### src/rtl/hazard_pkg.sv
// Shared types and helpers for the pipeline hazard controller.
package hazard_pkg;

    localparam int REG_W = 5;

    typedef enum logic {RUN, MWAIT} mem_state_t;

    typedef enum logic [1:0] {
        FWD_RF = 2'b00,
        FWD_W  = 2'b01,
        FWD_M  = 2'b10
    } fwd_t;

    // RISC-V x0 is hardwired to zero; ARM r0 is an ordinary register.
    function automatic logic isZeroReg(input logic arm, input logic [REG_W-1:0] r);
        return !arm && (r == '0);
    endfunction

    function automatic fwd_t selectForward(
        input logic             arm,
        input logic [REG_W-1:0] src,
        input logic             regWriteM,
        input logic [REG_W-1:0] rdM,
        input logic             regWriteW,
        input logic [REG_W-1:0] rdW
    );
        if (regWriteM && (rdM == src) && !isZeroReg(arm, src))
            return FWD_M;
        else if (regWriteW && (rdW == src) && !isZeroReg(arm, src))
            return FWD_W;
        else
            return FWD_RF;
    endfunction

endpackage

### src/rtl/hazard_ctrl_sat_counter.sv
// Event counter that sticks at all-ones instead of wrapping.
module sat_counter #(
    parameter int W = 32
) (
    input  logic         i_clk,
    input  logic         i_rst,
    input  logic         i_inc,
    output logic [W-1:0] o_q
);

    logic [W-1:0] r_q;

    always_ff @(posedge i_clk) begin
        if (i_rst)
            r_q <= '0;
        else if (i_inc && (r_q != '1))
            r_q <= r_q + W'(1);
    end

    assign o_q = r_q;

endmodule

### src/rtl/hazard_ctrl.sv
// Hazard/sequencing controller for the dual-ISA 5-stage core: stalls, flushes,
// E-stage forwarding, ARM PC-write tracking and data-memory wait sequencing.
import hazard_pkg::*;

module hazard_ctrl #(
    parameter int CNT_W       = 32,
    parameter int MEM_TIMEOUT = 255
) (
    input  logic             i_clk,
    input  logic             i_rst,
    input  logic             i_arm,
    input  logic [4:0]       i_Rs1D,
    input  logic [4:0]       i_Rs2D,
    input  logic [4:0]       i_Rs1E,
    input  logic [4:0]       i_Rs2E,
    input  logic [4:0]       i_RdE,
    input  logic [4:0]       i_RdM,
    input  logic [4:0]       i_RdW,
    input  logic             i_RegWriteM,
    input  logic             i_RegWriteW,
    input  logic             i_ResultSrcE0,
    input  logic             i_PCSrcD,
    input  logic             i_BranchTakenE,
    input  logic             i_MemReqM,
    input  logic             i_MemReadyM,
    output logic             o_StallF,
    output logic             o_StallD,
    output logic             o_StallE,
    output logic             o_StallM,
    output logic             o_StallW,
    output logic             o_FlushD,
    output logic             o_FlushE,
    output logic [1:0]       o_ForwardAE,
    output logic [1:0]       o_ForwardBE,
    output logic             o_MemErr,
    output logic [CNT_W-1:0] o_StallCnt,
    output logic [CNT_W-1:0] o_FlushCnt
);

    localparam int WAIT_W = $clog2(MEM_TIMEOUT + 1);
    localparam logic [WAIT_W-1:0] WAIT_LIMIT = WAIT_W'(MEM_TIMEOUT);

    mem_state_t        r_state;
    mem_state_t        w_stateNext;
    logic [WAIT_W-1:0] r_waitCnt;
    logic [WAIT_W-1:0] w_waitNext;
    logic              w_waiting;
    logic              r_memErr;
    logic              r_armPrev;
    logic              r_pcE;
    logic              r_pcM;
    logic              r_pcW;

    logic w_memStall;
    logic w_ldStall;
    logic w_pend;
    fwd_t w_fwdA;
    fwd_t w_fwdB;

    always_comb begin
        w_fwdA     = selectForward(i_arm, i_Rs1E, i_RegWriteM, i_RdM, i_RegWriteW, i_RdW);
        w_fwdB     = selectForward(i_arm, i_Rs2E, i_RegWriteM, i_RdM, i_RegWriteW, i_RdW);
        w_memStall = i_MemReqM && !i_MemReadyM;
        w_ldStall  = i_ResultSrcE0 && ((i_RdE == i_Rs1D) || (i_RdE == i_Rs2D))
                     && !isZeroReg(i_arm, i_RdE);
        w_pend     = (i_PCSrcD && i_arm) || r_pcE || r_pcM;
    end

    // A pending memory access freezes the whole pipe and suppresses every bubble.
    always_comb begin
        o_StallF = 1'b0;
        o_StallD = 1'b0;
        o_StallE = 1'b0;
        o_StallM = 1'b0;
        o_StallW = 1'b0;
        o_FlushD = 1'b0;
        o_FlushE = 1'b0;
        if (w_memStall) begin
            o_StallF = 1'b1;
            o_StallD = 1'b1;
            o_StallE = 1'b1;
            o_StallM = 1'b1;
            o_StallW = 1'b1;
        end else begin
            o_StallF = w_ldStall || w_pend;
            o_StallD = w_ldStall;
            o_FlushD = w_pend || r_pcW || i_BranchTakenE;
            o_FlushE = w_ldStall || i_BranchTakenE;
        end
    end

    // The wait counter includes the cycle that enters MWAIT, so MemErr rises
    // after exactly MEM_TIMEOUT consecutive wait cycles.
    always_comb begin
        w_stateNext = r_state;
        w_waiting   = 1'b0;
        case (r_state)
            RUN: begin
                w_waiting = w_memStall;
                if (w_memStall)
                    w_stateNext = MWAIT;
            end
            MWAIT: begin
                w_waiting = !i_MemReadyM;
                if (i_MemReadyM)
                    w_stateNext = RUN;
            end
            default: w_stateNext = RUN;
        endcase
        if (!w_waiting)
            w_waitNext = '0;
        else if (r_waitCnt == WAIT_LIMIT)
            w_waitNext = r_waitCnt;
        else
            w_waitNext = r_waitCnt + WAIT_W'(1);
    end

    always_ff @(posedge i_clk) begin
        if (i_rst) begin
            r_state   <= RUN;
            r_waitCnt <= '0;
            r_memErr  <= 1'b0;
            r_armPrev <= 1'b0;
            r_pcE     <= 1'b0;
            r_pcM     <= 1'b0;
            r_pcW     <= 1'b0;
        end else begin
            r_state   <= w_stateNext;
            r_waitCnt <= w_waitNext;
            r_memErr  <= r_memErr || (w_waitNext == WAIT_LIMIT);
            r_armPrev <= i_arm;
            if (i_arm != r_armPrev) begin
                r_pcE <= 1'b0;
                r_pcM <= 1'b0;
                r_pcW <= 1'b0;
            end else if (!w_memStall) begin
                r_pcE <= i_PCSrcD && i_arm && !o_FlushE;
                r_pcM <= r_pcE;
                r_pcW <= r_pcM;
            end
        end
    end

    sat_counter #(.W(CNT_W)) u_stallCnt (
        .i_clk (i_clk),
        .i_rst (i_rst),
        .i_inc (o_StallD),
        .o_q   (o_StallCnt)
    );

    sat_counter #(.W(CNT_W)) u_flushCnt (
        .i_clk (i_clk),
        .i_rst (i_rst),
        .i_inc (o_FlushD || o_FlushE),
        .o_q   (o_FlushCnt)
    );

    assign o_ForwardAE = w_fwdA;
    assign o_ForwardBE = w_fwdB;
    assign o_MemErr    = r_memErr;

endmodule

### config.mk
export PLATFORM = sky130hd
export DESIGN_NAME = hazard_ctrl
export DESIGN_NICKNAME = d
export VERILOG_FILES = /design/src/rtl/hazard_pkg.sv /design/src/rtl/hazard_ctrl_sat_counter.sv /design/src/rtl/hazard_ctrl.sv
export SDC_FILE = /design/constraint.sdc
export NUM_CORES = 1
export LEC_CHECK = 0
export ABC_AREA = 1
export CORE_MARGIN = 3
export CORE_UTILIZATION = 45
export DETAILED_ROUTE_END_ITERATION = 16
export DONT_BUFFER_PORTS = 1
export SLEW_MARGIN = 20
export SYNTH_ARGS = -nofsm -noshare
export SYNTH_HDL_FRONTEND = slang
export SYNTH_SLANG_ARGS = --single-unit
### constraint.sdc
create_clock -name i_clk -period 3.65 [get_ports i_clk]
set_input_delay 0.73 -clock i_clk [delete_from_list [all_inputs] [get_ports i_clk]]
set_output_delay 0.73 -clock i_clk [all_outputs]
set_load 0.01 [all_outputs]
==> results_dict.tcl, run 1 <==
set metrics [dict create \
    status "complete, no violations" \
    clock.fmax_mhz 366.6 \
    cp_top_family "simple AND/OR/NAND/NOR gates" \
    max_stage_delay_ps 610 \
    required_ps 3880 \
    post_drt_wl_per_cell_microns 13.60 \
    cts_tree "done" \
    num-fill-cells 1111 \
    hpwl_mm 9.767 \
    slew_viol_final 0 \
    synthToLayoutAreaGrowth_pct 6.685 \
    ys_types 38 \
    placed_area_sq_um 5209 \
    final_layout_size_suffix_gt1_share_pct 8.283 \
    core-area_sq_um 11030 \
    clockBufferDepth 2 \
    cts_num_sinks 78 \
    drc 0 \
    yosys.area.top_type_share_pct 30.23 \
    syn_area_sq_um 5166 \
    criticalPathCategory "flop to flop" \
    vias 5061 \
    grt_pass1_wl_mm 22.18 \
    ant_nets 0 \
    cts.hold.buffers_added 0 \
    crit_chain "ha_1 -> nand2_1 -> nor2_2 -> nand3_2 -> nor2_4 -> nand4_2 -> clkinv_2 -> nor2_1 -> nand2_1 -> nand2_1 -> nand2_1 -> nor2_1" \
    port_buffers 0 \
    peakVddDrop_mv 0.2588 \
    root_buffer "clkbuf_16" \
    grt_pass1_vias 4731 \
    syn-num-nets 875 \
    cts.clk_slew.worst_paths_ps 60 \
    startpoint "u_flushCnt.o_q[0]" \
    timing.rr.end "u_flushCnt.o_q[10]" \
    synth_edf_count 0 \
    worstReg2RegStart "u_flushCnt.o_q[0]" \
    fin_crit_ps 2728 \
    initial_core_util_pct 46.84 \
    wl_mm 13.07 \
    fin_area_sq_um 5512 \
    crit_end "u_flushCnt.o_q[10]" \
    skew_ps 6.700 \
    worstPathMaxFanout 29 \
    dieWidth_microns 113.1 \
    start_kind "flop" \
    fin_crit_sh_pct 74.74 \
    tns_ps 0 \
    first_iter_violations 280 \
    whs_ps 466.4 \
    worst_pin_slew_ps 942.7 \
    crit_slowest_cell "nand4_2" \
    ys_seq_area_share_pct 30.23 \
    final_cell_mix "nand2_1, nor2_1, inv_1, dfxtp_1" \
    grt-ovfl-total 0 \
    htreeDepth 3 \
    final_util_pct 49.97 \
    crit_cells 12 \
    post-cts-setup-buffer-count 0 \
    hold_viol_final 0 \
    cts-buffers-inserted 9 \
    rsz0062_at_grt "no" \
    rows 38 \
    cp_common_cell "nand2_1" \
    worstSetupEndpointType "flop" \
    drv_cap 0 \
    relSlewSlack_pct 36.93 \
    clock_latency_ps 340 \
    r2r_cells 12 \
    drtPass1Iterations 5 \
    yosys-top-cells-area "dfxtp_1, nand2_1, nor2_1" \
    cp_num_buf_inv 1 \
    ys_seq_elements 78 \
    p_leak_nw 2.269 \
    die_height_microns 113.1 \
    diodes 0 \
    synth_warnings 0 \
    total_power_mw 1.980 \
    cts_resized 0 \
    setup_viol 0 \
    finalNetCount 864 \
    reg2reg_setup_slack_ps 920 \
    grtUsageTotal_pct 20.65 \
    dieArea_sq_um 12800 \
    synth-async-reset-ratio_pct 0 \
    gp_congestion 0.9241 \
    syn_avg_cell_area_sq_um 6.247 \
    powerDensity_nw_per_um2 359.2 \
    grt_max_degree 56 \
    ys.flop_type "dfxtp_1" \
    io_pins 121 \
    syn_inst 827 \
    hp-class "input pin to flop" \
    antenna_found_initial 0 \
    layout_commonest_cell "nand2_1" \
    synth_top_cell_by_area "dfxtp_1" \
    crit_arrival_ps 2960 \
    viasPerCell 5.266 \
]
==> layer usage <==
metal / global-route usage [%] / up-vias / wire length, microns
met1: 25.09 / 2297 / 5682
met4: 5.769 / 0 / 228
li1: - / 2602 / -
met2: 35.19 / 138 / 6248
met3: 6.471 / 24 / 905
met5: 0 / - / 0
==> final cells by class <==
cell class | instances | area [sq um] | area share, %
clock buffers | 13 | 260.3 | 4.722
clock inverters | 3 | 42.54 | 0.7718
inverters | 101 | 380.4 | 6.901
multi-input cells | 624 | 3077 | 55.82
flip-flops and latches | 78 | 1562 | 28.33
well taps | 140 | 175.2 | 3.178
repair buffers | 2 | 15.01 | 0.2724
==> sequential cells by signal, summed over array words and instances, names as in the netlist <==
register and cells:
o_MemErr 1, r_armPrev 1, r_pcE 1, r_pcM 1, r_pcW 1, r_state 1
r_waitCnt 8, u_flushCnt.o_q 32, u_stallCnt.o_q 32
==> worst min-delay path by stage <==
stage	from	to	slack, ps	cells past startpoint
floorplan	r_pcW	r_pcW	440	2
global placement	r_pcW	r_pcW	450	2
detailed placement	r_pcW	r_pcW	460	2
CTS	i_rst	u_stallCnt.o_q[3]	450	1
global route	i_rst	u_stallCnt.o_q[20]	450	1
finish	i_rst	u_stallCnt.o_q[18]	470	1
==> cells in the mapped netlist (2+ instances only) <==
| cell | count |
|---|---|
| nor3_1 | 28 |
| buf_2 | 7 |
| nand3b_1 | 10 |
| nand2_1 | 229 |
| inv_2 | 9 |
| o2111ai_1 | 4 |
| buf_6 | 4 |
| nand3_1 | 49 |
| nand2_2 | 15 |
| nor2_4 | 2 |
| nand4_1 | 17 |
| nor3_2 | 2 |
| nor2_1 | 120 |
| nor2_2 | 6 |
| xnor2_1 | 10 |
| buf_4 | 5 |
| and2_1 | 2 |
| xor2_1 | 35 |
| nor3b_1 | 2 |
| clkbuf_1 | 7 |
| nor4_1 | 4 |
| dfxtp_1 | 78 |
| inv_1 | 91 |
| a21oi_1 | 49 |
| or2_2 | 4 |
| a21oi_2 | 10 |
| o21ai_0 | 15 |
| ha_1 | 3 |
==> stage by stage <==
stage               setup slack (ps)  std cells
detailed placement             903.6        945
CTS                            889.2        961
global placement               983.2        945
global route                   548.4        961
finish                         921.9        961
floorplan                       1310        827
==> worst register-to-register path, delay by kind of cell, from the launching register on <==
family	cells	cell delay (ps)
adders and majority gates	1	230
buffers and inverters	1	340
DFF	1	450
and+or+nand+nor	10	1610
==> logic make-up after synthesis <==
family | share of synthesized area (%)
simple gates | 41.97
flops | 30.23
compound gates | 9.227
fa+ha+maj | 0.7266
xor+xnor | 7.629
buf+inv | 10.22
==> report_power, final <==
group,total (mW),switching [mW],internal (mW)
Clock,0.911,0.345,0.566
Combinational,0.165,0.109,0.0565
Sequential,0.903,0.0339,0.869
(Power assumes the default switching activity.)
==> run 2: changes to the inputs <==
clock period = 2.4 ns   (was 3.65 ns; I/O delays follow)
==> run 2 against run 1 <==
Against the previous run:
- cell count rose by 2.8%
- power grew 55%
- clock power up 55%
- cell area up 4.1%
- clock skew down 4.1 ps
- hold slack lost 250 ps
- combinational power increased by 83%
- highest routed layer unchanged
==> results_dict.tcl, run 2 (same netlist as run 1, synthesis figures left out) <==
set metrics [dict create \
    status "complete, no violations" \
    holdPathEnd "r_waitCnt[2]" \
    fin_crit_sh_pct 89.75 \
    root_buffer "clkbuf_16" \
    hp-class "input pin to flop" \
    worst_pin_slew_ps 413.0 \
    io_pins 121 \
    p_leak_nw 2.422 \
    final_util_pct 52.00 \
    die_height_microns 113.1 \
    ant_nets 0 \
    rows 38 \
    peakVddDrop_mv 0.4495 \
    relSlewSlack_pct 72.26 \
    cts_tree "done" \
    grt_pass1_wl_mm 22.79 \
    core-area_sq_um 11030 \
    cts_num_sinks 78 \
    min_path_cells 1 \
    grt-ovfl-total 0 \
    cts_resized 0 \
    clockBufferDepth 2 \
    synthToLayoutAreaGrowth_pct 11.02 \
    rsz0062_at_grt "no" \
    grt_pass1_vias 5003 \
    gp_congestion 0.9212 \
    reg2reg_setup_slack_ps 250 \
    diodes 0 \
    wl_met3_mm 1.090 \
    setup_viol 0 \
    powerDensity_nw_per_um2 535.6 \
    cts-buffers-inserted 9 \
    worstPathMaxFanout 19 \
    dieArea_sq_um 12800 \
    viasPerCell 5.243 \
    wl_met2_mm 6.660 \
    vias 5180 \
    finalNetCount 893 \
    drv_cap 0 \
    grt_max_degree 36 \
    cts.hold.buffers_added 0 \
    port_buffers 0 \
    criticalPathCategory "flop to flop" \
    final_cell_mix "nand2_1, nor2_1, inv_1, dfxtp_1" \
    drc 0 \
    fin_crit_ps 2154 \
    cts.clk_slew.worst_paths_ps 60 \
    slew_viol_final 0 \
    top_layer_used "met4" \
    post-cts-setup-buffer-count 0 \
    post_drt_wl_per_cell_microns 13.88 \
    antenna_found_initial 0 \
    timing.rr.end "u_stallCnt.o_q[23]" \
    worstSetupEndpointType "flop" \
    drtPass1Iterations 5 \
    required_ps 2670 \
    hold_path_startpoint "i_rst" \
    start_kind "flop" \
    r2r_cells 12 \
    wl_met1_mm 5.718 \
    layout_commonest_cell "nand2_1" \
    clock_latency_ps 330 \
    skew_ps 2.632 \
    dieWidth_microns 113.1 \
    clock.fmax_mhz 464.3 \
    tns_ps 0 \
    wl_mm 13.72 \
    final_layout_size_suffix_gt1_share_pct 11.32 \
    worstReg2RegStart "u_stallCnt.o_q[0]" \
    hold_viol_final 0 \
    hpwl_mm 10.55 \
    grtUsageTotal_pct 21.45 \
    htreeDepth 3 \
    crit_arrival_ps 2430 \
    first_iter_violations 339 \
    initial_core_util_pct 46.84 \
]
## run 2: changes by cell type in the layout (fill, tap and decap cells not counted), sizes merged
cell / delta
buf: +29
clkbuf: -3
clkinvlp: -1
clkinv: +1
bufinv: +1
## run 2: area by class of cell
type / instances / area, sq um
multi-input combinational: 624 / 3077
sequential: 78 / 1562
fill: 1132 / 5295
inverter: 101 / 382.9
clock inverter: 4 / 73.82
tap: 140 / 175.2
clock buffer: 10 / 229.0
timing repair buffer: 31 / 236.5
## run 2: routing by layer
layer,up-vias,global-route usage [%]
met1,2351,24.20
met3,23,7.487
met2,157,37.99
li1,2649,-
met5,-,0
met4,0,6.490
## run 2: worst max path at each step
stage | from | to
after global routing | u_stallCnt.o_q[0] | u_stallCnt.o_q[17]
after global placement | u_stallCnt.o_q[0] | u_stallCnt.o_q[5]
after detailed placement | u_stallCnt.o_q[0] | u_stallCnt.o_q[5]
after floorplan | u_stallCnt.o_q[1] | u_stallCnt.o_q[6]
after CTS | u_stallCnt.o_q[0] | u_stallCnt.o_q[2]
final | u_stallCnt.o_q[0] | u_stallCnt.o_q[23]
## run 2: metrics by stage
stage	std cells	area [sq um]	setup slack (ps)	hold slack, ps	power [mW]
CTS	988	5729	135.6	198.9	3.103
global placement	974	5426	267.6	461.2	1.672
floorplan	827	5166	512.8	442.2	1.623
finish	988	5736	246.0	219.2	3.072
detailed placement	974	5426	148.9	470.0	1.685
global route	988	5736	12.70	191.6	3.211
## run 2: power by group
| group | switching [mW] | leakage [nW] | internal, mW |
|---|---|---|---|
| sequential | 0.0343 | 0.632 | 1.32 |
| clock | 0.515 | 0.148 | 0.899 |
| combinational | 0.194 | 1.64 | 0.108 |
## run 2: critical path, cell delays in order (launching register included)
cell,delay (ps)
dfxtp_1,440
ha_1,230
nand2_1,100
nor2_2,150
inv_2,90
nor2_4,150
nand2_2,70
nor2_1,90
nand2_1,90
nand2_4,230
buf_6,230
nand2_1,90
a21oi_2,130
